### config.mk
export PLATFORM = sky130hd
export DESIGN_NAME = timer_bank
export DESIGN_NICKNAME = d
export VERILOG_FILES = /design/src/rtl/timer_bank_pkg.sv /design/src/rtl/timer_bank_ch.sv /design/src/rtl/timer_bank.sv
export SDC_FILE = /design/constraint.sdc
export NUM_CORES = 1
export LEC_CHECK = 0
export CORE_MARGIN = 1.5
export CORE_UTILIZATION = 27
export CTS_CLUSTER_SIZE = 8
export DETAILED_ROUTE_END_ITERATION = 8
export REMOVE_ABC_BUFFERS = 1
export SLEW_MARGIN = 20
export SYNTH_ARGS = -nofsm -noshare
export SYNTH_HDL_FRONTEND = slang
export SYNTH_SLANG_ARGS = --single-unit
### constraint.sdc
create_clock -name clk -period 4.95 [get_ports clk]
set_input_delay 1.2375 -clock clk [delete_from_list [all_inputs] [get_ports clk]]
set_output_delay 1.2375 -clock clk [all_outputs]
set_load 0.05 [all_outputs]
### src/rtl/timer_bank_pkg.sv
// -----------------------------------------------------------------------------
// timer_bank_pkg
// Shared definitions for the timer bank: register word offsets inside a
// channel's 8-byte window, CTRL bit positions, address field positions and a
// helper that packs the CTRL read value.
// -----------------------------------------------------------------------------
package timer_bank_pkg;

    // Word offset inside one channel window (addr[2:1]).
    typedef enum logic [1:0] {
        WORD_COUNT  = 2'd0,
        WORD_RELOAD = 2'd1,
        WORD_CTRL   = 2'd2,
        WORD_RSVD   = 2'd3
    } word_e;

    // CTRL register bit positions.
    localparam int CTRL_IF_BIT   = 0;
    localparam int CTRL_IE_BIT   = 1;
    localparam int CTRL_MODE_BIT = 2;

    // Address field positions.
    localparam int ADDR_CH_MSB   = 6;
    localparam int ADDR_CH_LSB   = 3;
    localparam int ADDR_WORD_MSB = 2;
    localparam int ADDR_WORD_LSB = 1;

    localparam int REG_WIDTH = 16;

    // CTRL read value; bits above MODE read as zero.
    function automatic logic [REG_WIDTH-1:0] ctrl_word(input logic flag,
                                                       input logic ie,
                                                       input logic mode);
        logic [REG_WIDTH-1:0] w;
        w                = '0;
        w[CTRL_IF_BIT]   = flag;
        w[CTRL_IE_BIT]   = ie;
        w[CTRL_MODE_BIT] = mode;
        return w;
    endfunction

endpackage

### src/rtl/timer_bank_ch.sv
// -----------------------------------------------------------------------------
// timer_bank_ch
// One countdown channel: COUNT, RELOAD, IF, IE, MODE and the expiry logic.
// Configuration macro: TIMER_BANK_PERIODIC_EN enables RELOAD/MODE storage and
// auto-reload at expiry; without it the channel is one-shot and RELOAD/MODE
// read as zero.
//
// Ports
//   clk       in   system clock, rising edge
//   rst       in   synchronous active-high reset
//   tick      in   one-cycle countdown strobe from the shared prescaler
//   wr_count  in   COUNT write strobe for this channel
//   wr_reload in   RELOAD write strobe for this channel
//   wr_ctrl   in   CTRL write strobe for this channel
//   wr_data   in   16-bit write data
//   count     out  current COUNT
//   reload    out  current RELOAD (zero when periodic mode is not built)
//   flag      out  IF, expiry flag
//   ie        out  IE, interrupt enable
//   mode      out  MODE, 1 = periodic (zero when periodic mode is not built)
// -----------------------------------------------------------------------------
module timer_bank_ch
    import timer_bank_pkg::*;
#(
    parameter int CNT_WIDTH = 16
) (
    input  logic                 clk,
    input  logic                 rst,
    input  logic                 tick,
    input  logic                 wr_count,
    input  logic                 wr_reload,
    input  logic                 wr_ctrl,
    input  logic [15:0]          wr_data,
    output logic [CNT_WIDTH-1:0] count,
    output logic [CNT_WIDTH-1:0] reload,
    output logic                 flag,
    output logic                 ie,
    output logic                 mode
);

    logic expiry;
    logic restart;
    logic unused_ch;

    // A COUNT write in the tick cycle owns the channel, so it suppresses expiry.
    assign expiry  = tick && !wr_count && (count == CNT_WIDTH'(1));
    assign restart = mode && (reload != '0);

    // Upper data bits (narrow counters) and the RELOAD strobe (one-shot build)
    // may have no consumer.
    assign unused_ch = ^{wr_data, wr_reload};

`ifdef TIMER_BANK_PERIODIC_EN
    always_ff @(posedge clk) begin
        if (rst) begin
            reload <= '0;
            mode   <= 1'b0;
        end else begin
            if (wr_reload) begin
                reload <= wr_data[CNT_WIDTH-1:0];
            end
            if (wr_ctrl) begin
                mode <= wr_data[CTRL_MODE_BIT];
            end
        end
    end
`else
    assign reload = '0;
    assign mode   = 1'b0;
`endif

    // NOTE: clocked state uses non-blocking assignments so every register
    // samples pre-edge values, independent of statement order.
    always_ff @(posedge clk) begin
        if (rst) begin
            count <= '0;
        end else if (wr_count) begin
            count <= wr_data[CNT_WIDTH-1:0];
        end else if (expiry) begin
            count <= restart ? reload : '0;
        end else if (tick && (count != '0)) begin
            count <= count - 1'b1;
        end
    end

    // Expiry outranks a same-cycle write-1-to-clear; a COUNT write clears IF.
    always_ff @(posedge clk) begin
        if (rst) begin
            flag <= 1'b0;
        end else if (wr_count) begin
            flag <= 1'b0;
        end else if (expiry) begin
            flag <= 1'b1;
        end else if (wr_ctrl && wr_data[CTRL_IF_BIT]) begin
            flag <= 1'b0;
        end
    end

    always_ff @(posedge clk) begin
        if (rst) begin
            ie <= 1'b0;
        end else if (wr_ctrl) begin
            ie <= wr_data[CTRL_IE_BIT];
        end
    end

endmodule

### src/rtl/timer_bank.sv
// -----------------------------------------------------------------------------
// timer_bank
// Bank of NUM_CH countdown timers sharing one prescaler that produces a tick
// at TICK_HZ from CLOCK_HZ. Registers are reached through a 7-bit byte offset:
// addr[6:3] channel, addr[2:1] word (COUNT, RELOAD, CTRL, reserved).
// Configuration macro: TIMER_BANK_PERIODIC_EN (see timer_bank_ch).
//
// Ports
//   clk      in   system clock, rising edge
//   rst      in   synchronous active-high reset
//   addr     in   byte offset into the register region
//   wr       in   16-bit register write strobe
//   wr_data  in   write data
//   rd_data  out  registered read data for the previous cycle's addr
//   irq      out  OR over channels of IF & IE
//   irq_ch   out  lowest channel with IF & IE, 0 when irq is low
//   timeout  out  per-channel IF
// -----------------------------------------------------------------------------
module timer_bank
    import timer_bank_pkg::*;
#(
    parameter int CLOCK_HZ  = 27_000_000,
    parameter int TICK_HZ   = 1000,
    parameter int NUM_CH    = 4,
    parameter int CNT_WIDTH = 16
) (
    input  logic              clk,
    input  logic              rst,
    input  logic [6:0]        addr,
    input  logic              wr,
    input  logic [15:0]       wr_data,
    output logic [15:0]       rd_data,
    output logic              irq,
    output logic [3:0]        irq_ch,
    output logic [NUM_CH-1:0] timeout
);

    localparam int PERIOD = CLOCK_HZ / TICK_HZ;
    localparam int PRE_W  = (PERIOD > 1) ? $clog2(PERIOD) : 1;
    localparam logic [PRE_W-1:0] PRE_LAST = PRE_W'(PERIOD - 1);

    // ---------------------------------------------------------------- prescaler
    logic [PRE_W-1:0] pre;
    logic             tick;

    assign tick = (pre == PRE_LAST);

    always_ff @(posedge clk) begin
        if (rst || tick) begin
            pre <= '0;
        end else begin
            pre <= pre + 1'b1;
        end
    end

    // ------------------------------------------------------------------ decode
    logic [3:0] sel_ch;
    word_e      sel_word;
    logic       unused_addr_lsb;

    assign sel_ch          = addr[ADDR_CH_MSB:ADDR_CH_LSB];
    assign sel_word        = word_e'(addr[ADDR_WORD_MSB:ADDR_WORD_LSB]);
    assign unused_addr_lsb = addr[0];

    // ---------------------------------------------------------------- channels
    logic [NUM_CH-1:0]    wr_count;
    logic [NUM_CH-1:0]    wr_reload;
    logic [NUM_CH-1:0]    wr_ctrl;
    logic [NUM_CH-1:0]    flag;
    logic [NUM_CH-1:0]    ie;
    logic [NUM_CH-1:0]    mode;
    logic [CNT_WIDTH-1:0] count  [NUM_CH];
    logic [CNT_WIDTH-1:0] reload [NUM_CH];

    // Channel numbers at or above NUM_CH match no instance, so such writes
    // fall away here without extra range checks.
    for (genvar i = 0; i < NUM_CH; i++) begin : g_ch
        logic hit;
        assign hit          = wr && (sel_ch == 4'(i));
        assign wr_count[i]  = hit && (sel_word == WORD_COUNT);
        assign wr_reload[i] = hit && (sel_word == WORD_RELOAD);
        assign wr_ctrl[i]   = hit && (sel_word == WORD_CTRL);

        timer_bank_ch #(
            .CNT_WIDTH(CNT_WIDTH)
        ) u_ch (
            .clk      (clk),
            .rst      (rst),
            .tick     (tick),
            .wr_count (wr_count[i]),
            .wr_reload(wr_reload[i]),
            .wr_ctrl  (wr_ctrl[i]),
            .wr_data  (wr_data),
            .count    (count[i]),
            .reload   (reload[i]),
            .flag     (flag[i]),
            .ie       (ie[i]),
            .mode     (mode[i])
        );
    end

    // ---------------------------------------------------------------- read mux
    logic [15:0] rd_next;

    // NOTE: every combinational output gets a default before any branch, so
    // no path leaves it unassigned and no latch is inferred.
    always_comb begin
        rd_next = '0;
        for (int i = 0; i < NUM_CH; i++) begin
            if (sel_ch == 4'(i)) begin
                case (sel_word)
                    WORD_COUNT:  rd_next = 16'(count[i]);
                    WORD_RELOAD: rd_next = 16'(reload[i]);
                    WORD_CTRL:   rd_next = ctrl_word(flag[i], ie[i], mode[i]);
                    default:     rd_next = '0;
                endcase
            end
        end
    end

    always_ff @(posedge clk) begin
        if (rst) begin
            rd_data <= '0;
        end else begin
            rd_data <= rd_next;
        end
    end

    // ------------------------------------------------------ interrupt outputs
    logic [NUM_CH-1:0] pending;

    assign pending = flag & ie;
    assign irq     = |pending;
    assign timeout = flag;

    // Scan from the top down so the lowest pending channel is written last.
    always_comb begin
        irq_ch = 4'd0;
        for (int i = NUM_CH - 1; i >= 0; i--) begin
            if (pending[i]) begin
                irq_ch = 4'(i);
            end
        end
    end

endmodule

# Word-level counts from Yosys, hierarchy flattened
# Cells that the tools add are included.
# Widths: inputs -> output; s select.
# classes
eq_ne	9
muxes	32
addsub	5
n_reduce_logical	52
bitwise_logic	1
# op_table
cell	n
$mux 16	16
$pmux 16 s2	4
$eq 16x1->1 const B	4
$reduce_bool 16->1	4
$sub 16x1->16 const B	4
$logic_and 1x1->1	28
$add 15x1->15 const B	1
$eq 15x15->1 const B	1
$mux 4	3
$reduce_bool 3->1	4
$eq 4x2->1 const B	2
$mux 1	8
$reduce_bool 2->1	4
$reduce_or 2->1	4
$and 4x4->4	1
$eq 4x1->1 const B	1
$logic_not 1->1	4
$logic_not 4->1	1
$reduce_or 4->1	1
$eq 2x2->1 const B	1
$logic_not 2->1	1
$mux 2	1
$logic_or 1x1->1	1
# word_totals
output_inout_bits	25
regBits	103
in_bits	26

# Depth between registers and ports, before layout
# logic_depth
ltp_word	8
depth_mapped	9
ltp_nobuf	7

# Cells and area by module
# A second synthesis with hierarchy kept.
# unflattened
cells_unflattened	937
hier_area_um2	7843.8
# modules_own_cells
module	area_each_um2	cells_per_inst	n_inst	seq_area_each_um2
timer_bank_ch at g_ch[1].u_ch ...	1376.3	174	3	360.3
timer_bank	2336.0	235	1	620.6
timer_bank_ch at g_ch[0].u_ch	1378.8	180	1	360.3

# Worst setup path before layout
# OpenSTA, ideal clock, no wires.
# synth_timing
path_kind	input port to flip-flop
startpoint	input port addr[1]
endpoint	register g_ch[2].u_ch.count[11]
path_slack_ns	1.926
required_time_ns	4.824
t_arrival_ns	2.898
path_stages	7
path_buffers	2
cell_sequence	clkbuf_1 or3b_2 nor3_1 clkbuf_1 nor2_1 nand3_1 o211ai_1
# synth_via
elab_chain_cells	7
# synth_lines
element	line	rtl
from (decl)	timer_bank.sv:29	input logic [6:0] addr,
$logic_not 2->1 *	timer_bank.sv:80	assign wr_count[i] = hit && (sel_word == WORD_COUNT);
$logic_and 1x1->1 *	timer_bank.sv:80	
$logic_not 1->1	timer_bank_ch.sv:46	assign expiry = tick && !wr_count && (count == CNT_WIDTH'(1));
$logic_and 1x1->1 (2 in a row)	timer_bank_ch.sv:46	
$mux 16	timer_bank_ch.sv:79	end else if (expiry) begin
$mux 16	timer_bank_ch.sv:77	end else if (wr_count) begin
to (signal assigned)	timer_bank_ch.sv:78	count <= wr_data[CNT_WIDTH-1:0];
to (signal assigned)	timer_bank_ch.sv:80	count <= restart ? reload : '0;
to (signal assigned)	timer_bank_ch.sv:82	count <= count - 1'b1;
to (decl)	timer_bank_ch.sv:34	output logic [CNT_WIDTH-1:0] count,
# Mark *: on every way between the ends. The rest lies on a longest branch, timed or not.
# A chain may end at the register's enable or synchronous reset.

# Worst setup path in the final report
# layout_timing
startpoint	input port addr[2]
endpoint	register g_ch[3].u_ch.count[4]
# layout_via
elab_chain_cells	7
# layout_lines
element	line
$logic_not 2->1 *	timer_bank.sv:80
$logic_and 1x1->1 *	timer_bank.sv:80
$logic_not 1->1	timer_bank_ch.sv:46
$logic_and 1x1->1 (2 in a row)	timer_bank_ch.sv:46
$mux 16	timer_bank_ch.sv:79
$mux 16	timer_bank_ch.sv:77
to (signal assigned)	timer_bank_ch.sv:78
to (signal assigned)	timer_bank_ch.sv:80
to (signal assigned)	timer_bank_ch.sv:82
to (decl)	timer_bank_ch.sv:34
# Marked as above.

==> results.cfg <==
[power_and_ir_drop]
swShare_pct = 28.1
powerDensity_nw_per_um2 = 229
power_frac_clock_pct = 41.8
p_comb_share_pct = 9.7
p_seq_share_pct = 48.5
leakage_nw = 2.76
power.total_mw = 1.74
intPower_mw = 1.25
p_sw_mw = 0.488
ir_drop_mv = 0.165

[floorplan]
fp.dieH_um = 159
num_io_pins = 51
core-area_um2 = 23600
rows = 56
die_w_um = 159
die_area_um2 = 25200
start_util_pct = 27.7

[placement]
place_ws_ns = 1.11
placed_area_um2 = 7270
portBuffers = 47
dp_hpwl_mm = 16.0
dp_cells = 1152
place_congestion = 0.860

[synthesis]
synth_common_cells = nor2_1, dfxtp_1, a21oi_1
synth_top_family_by_area = simple AND/OR/NAND/NOR gates
synthAdderAreaFrac_pct = 1.72
ys_types = 76
synth.area.mux_share_pct = 3.83
synth-simple-area-share_pct = 30.8
ys_async_sr_fraction_pct = 0
synthTopCellsByArea = dfxtp_1, nor2_1, a21oi_1, nand2_1, nor4_1
ys_seq_area_share_pct = 31.5
yosys_most_used_dff = dfxtp_1
synth_most_common_cell = nor2_1
synthXorXnorAreaFrac_pct = 2.95
synth_compound_area_share_pct = 24.0
syn_area_um2 = 6540
synth_top_area_share_pct = 31.5
ys_ff_latch = 103
synth_edf_count = 0
synth_largest_area_cell = dfxtp_1
synth_area_per_cell_um2 = 7.87
synthCells = 831
yosysWarnings = 0

[routing]
wl_per_cell_um = 19.3
initialDrtViolationCount = 539
dr.max_layer_used = met4
drt-met1-wl_mm = 10.1
wl_met2_mm = 9.63
drtPass1Iterations = 7
drc = 0
num_vias = 6744
ant_nets = 0
viasPerCell = 5.77
wl_mm = 22.5
wl_met3_mm = 2.04

[global_routing]
antenna_found_initial = 0
grt_start_max_net_pins = 33
grt_pass1_wl_mm = 35.4
grt_pass1_vias = 6027
grt_util_all_layers_pct = 18.5
overflow = 0

[timing]
drv_slew = 0
slew_headroom_pct = 30.0
grt_setup_unrepaired = no
max_freq_ghz = 0.281
tightest_slew_ns = 1.05
fin_crit_sh_pct = 71.9
hold_viol_final = 0
timing.final.ws_setup_ns = 1.39
fin_crit_ns = 3.56
setup_tns_ns = 0
timing.hold.ws_ns = 0.471
fin_skew_ns = 0.0147
finalSetupViolations = 0

[final_layout]
fin_cells = 1168
final_area_um2 = 7560
antenna_cells = 0
area_delta_synth_final_pct = 15.6
nNetsFinal = 879
fin_util_pct = 32.0
layout-drive-gt1-share_pct = 8.95

[worst_setup_path]
crit_path_end_kind = flip-flop
cp-start-kind = input port
critical_path_class = input port to flip-flop
worstPathArrival_ns = 3.87
required_ns = 5.26
path_max_fanout = 11

[clocking]
cts_setup_buffers = 0
htreeDepth = 3
cts_hold_buf = 0
clockBufferDepth = 2
cts_sinks = 103
cts_buffers = 9
cts_resized = 0
clkLatencyLatePin_ns = 0.37
cts_root_buf = clkbuf_16
cts.clk_slew.worst_paths_ns = 0.08
cts_tree = built

[worst_hold_path]
hp-class = flip-flop to flip-flop

[outcome]
status = complete, no violations

[job]
cap_violations = 0
==> power by group through the flow <==
| stage | clock network, mW | logic, mW | registers, mW |
|---|---|---|---|
| floorplan | 0 | 0.0825 | 0.859 |
| global placement | 0 | 0.165 | 0.862 |
| detailed placement | 0 | 0.165 | 0.862 |
| CTS | 0.743 | 0.165 | 0.842 |
| global route | 0.776 | 0.180 | 0.844 |
| finish | 0.725 | 0.168 | 0.842 |
==> flip-flops by register name, summed over array words and instances (netlist names) <==
register / flops
pre: 15
g_ch.u_ch.count: 64
g_ch.u_ch.flag: 4
rd_data: 16
g_ch.u_ch.ie: 4
==> layout make-up <==
| class | count | area [µm²] |
|---|---|---|
| Fill cell | 2499 | 16000 |
| Tap cell | 319 | 399 |
| Inverter | 15 | 56.3 |
| Clock buffer | 9 | 225 |
| Multi-Input combinational cell | 652 | 4170 |
| Timing Repair Buffer | 63 | 586 |
| Clock inverter | 7 | 68.8 |
| Sequential cell | 103 | 2060 |
==> worst max-delay path, cell delays in order <==
cell and delay (ns):
clkdlybuf4s50_1 0.65, nor3b_1 0.78, and3_1 0.53, nor2_1 0.23, a211oi_1 0.28, o21a_1 0.15
==> final timing paths <==
check	start	to	slack [ns]	cells after the start
max	addr[2]	g_ch[3].u_ch.count[4]	1.39	6
min	pre[0]	pre[0]	0.47	1
max reg2reg	pre[0]	g_ch[0].u_ch.count[15]	2.05	7
min reg2reg	pre[0]	pre[0]	0.47	1
==> kinds of logic after synthesis <==
family	count (synthesis)
AND/OR/NAND/NOR	383
AO/OA/AOI/OAI	215
flip-flops	103
buffers and inverters	77
XOR/XNOR	22
multiplexers	21
adder cells (fa/ha/maj)	9
other	1
==> layer usage <==
metal | GRT usage, % | vias up
met5 | 0 | -
met4 | 7.83 | 0
met3 | 4.46 | 35
met2 | 27.1 | 325
met1 | 25.6 | 3199
li1 | - | 3185
==> placed cells by master (no fill, tap or decap), types with 5 or more instances in the layout <==
| cell type | instances |
|---|---|
| nor2_1 | 131 |
| dfxtp_1 | 103 |
| a21oi_1 | 59 |
| nand2_1 | 55 |
| clkdlybuf4s50_1 | 46 |
| nor3_1 | 32 |
| nand3_1 | 29 |
| nor4_1 | 28 |
| o21ai_0 | 22 |
| a211oi_1 | 21 |
| or4_1 | 16 |
| buf_4 | 16 |
| inv_1 | 15 |
| or3_1 | 15 |
| a222oi_1 | 14 |
| nand4_1 | 13 |
| xnor2_1 | 12 |
| mux2_2 | 12 |
| nor3b_1 | 10 |
| xor2_1 | 10 |
| a21o_1 | 9 |
| o221a_2 | 9 |
| a311oi_1 | 9 |
| o211a_1 | 9 |
| ha_1 | 9 |
| clkbuf_16 | 9 |
| a31oi_1 | 8 |
| mux2i_1 | 7 |
| o211ai_1 | 7 |
| o21a_1 | 7 |
| and3_1 | 6 |
| and4b_1 | 5 |
| nand3b_1 | 5 |
Power figures use the tool's default switching activity.
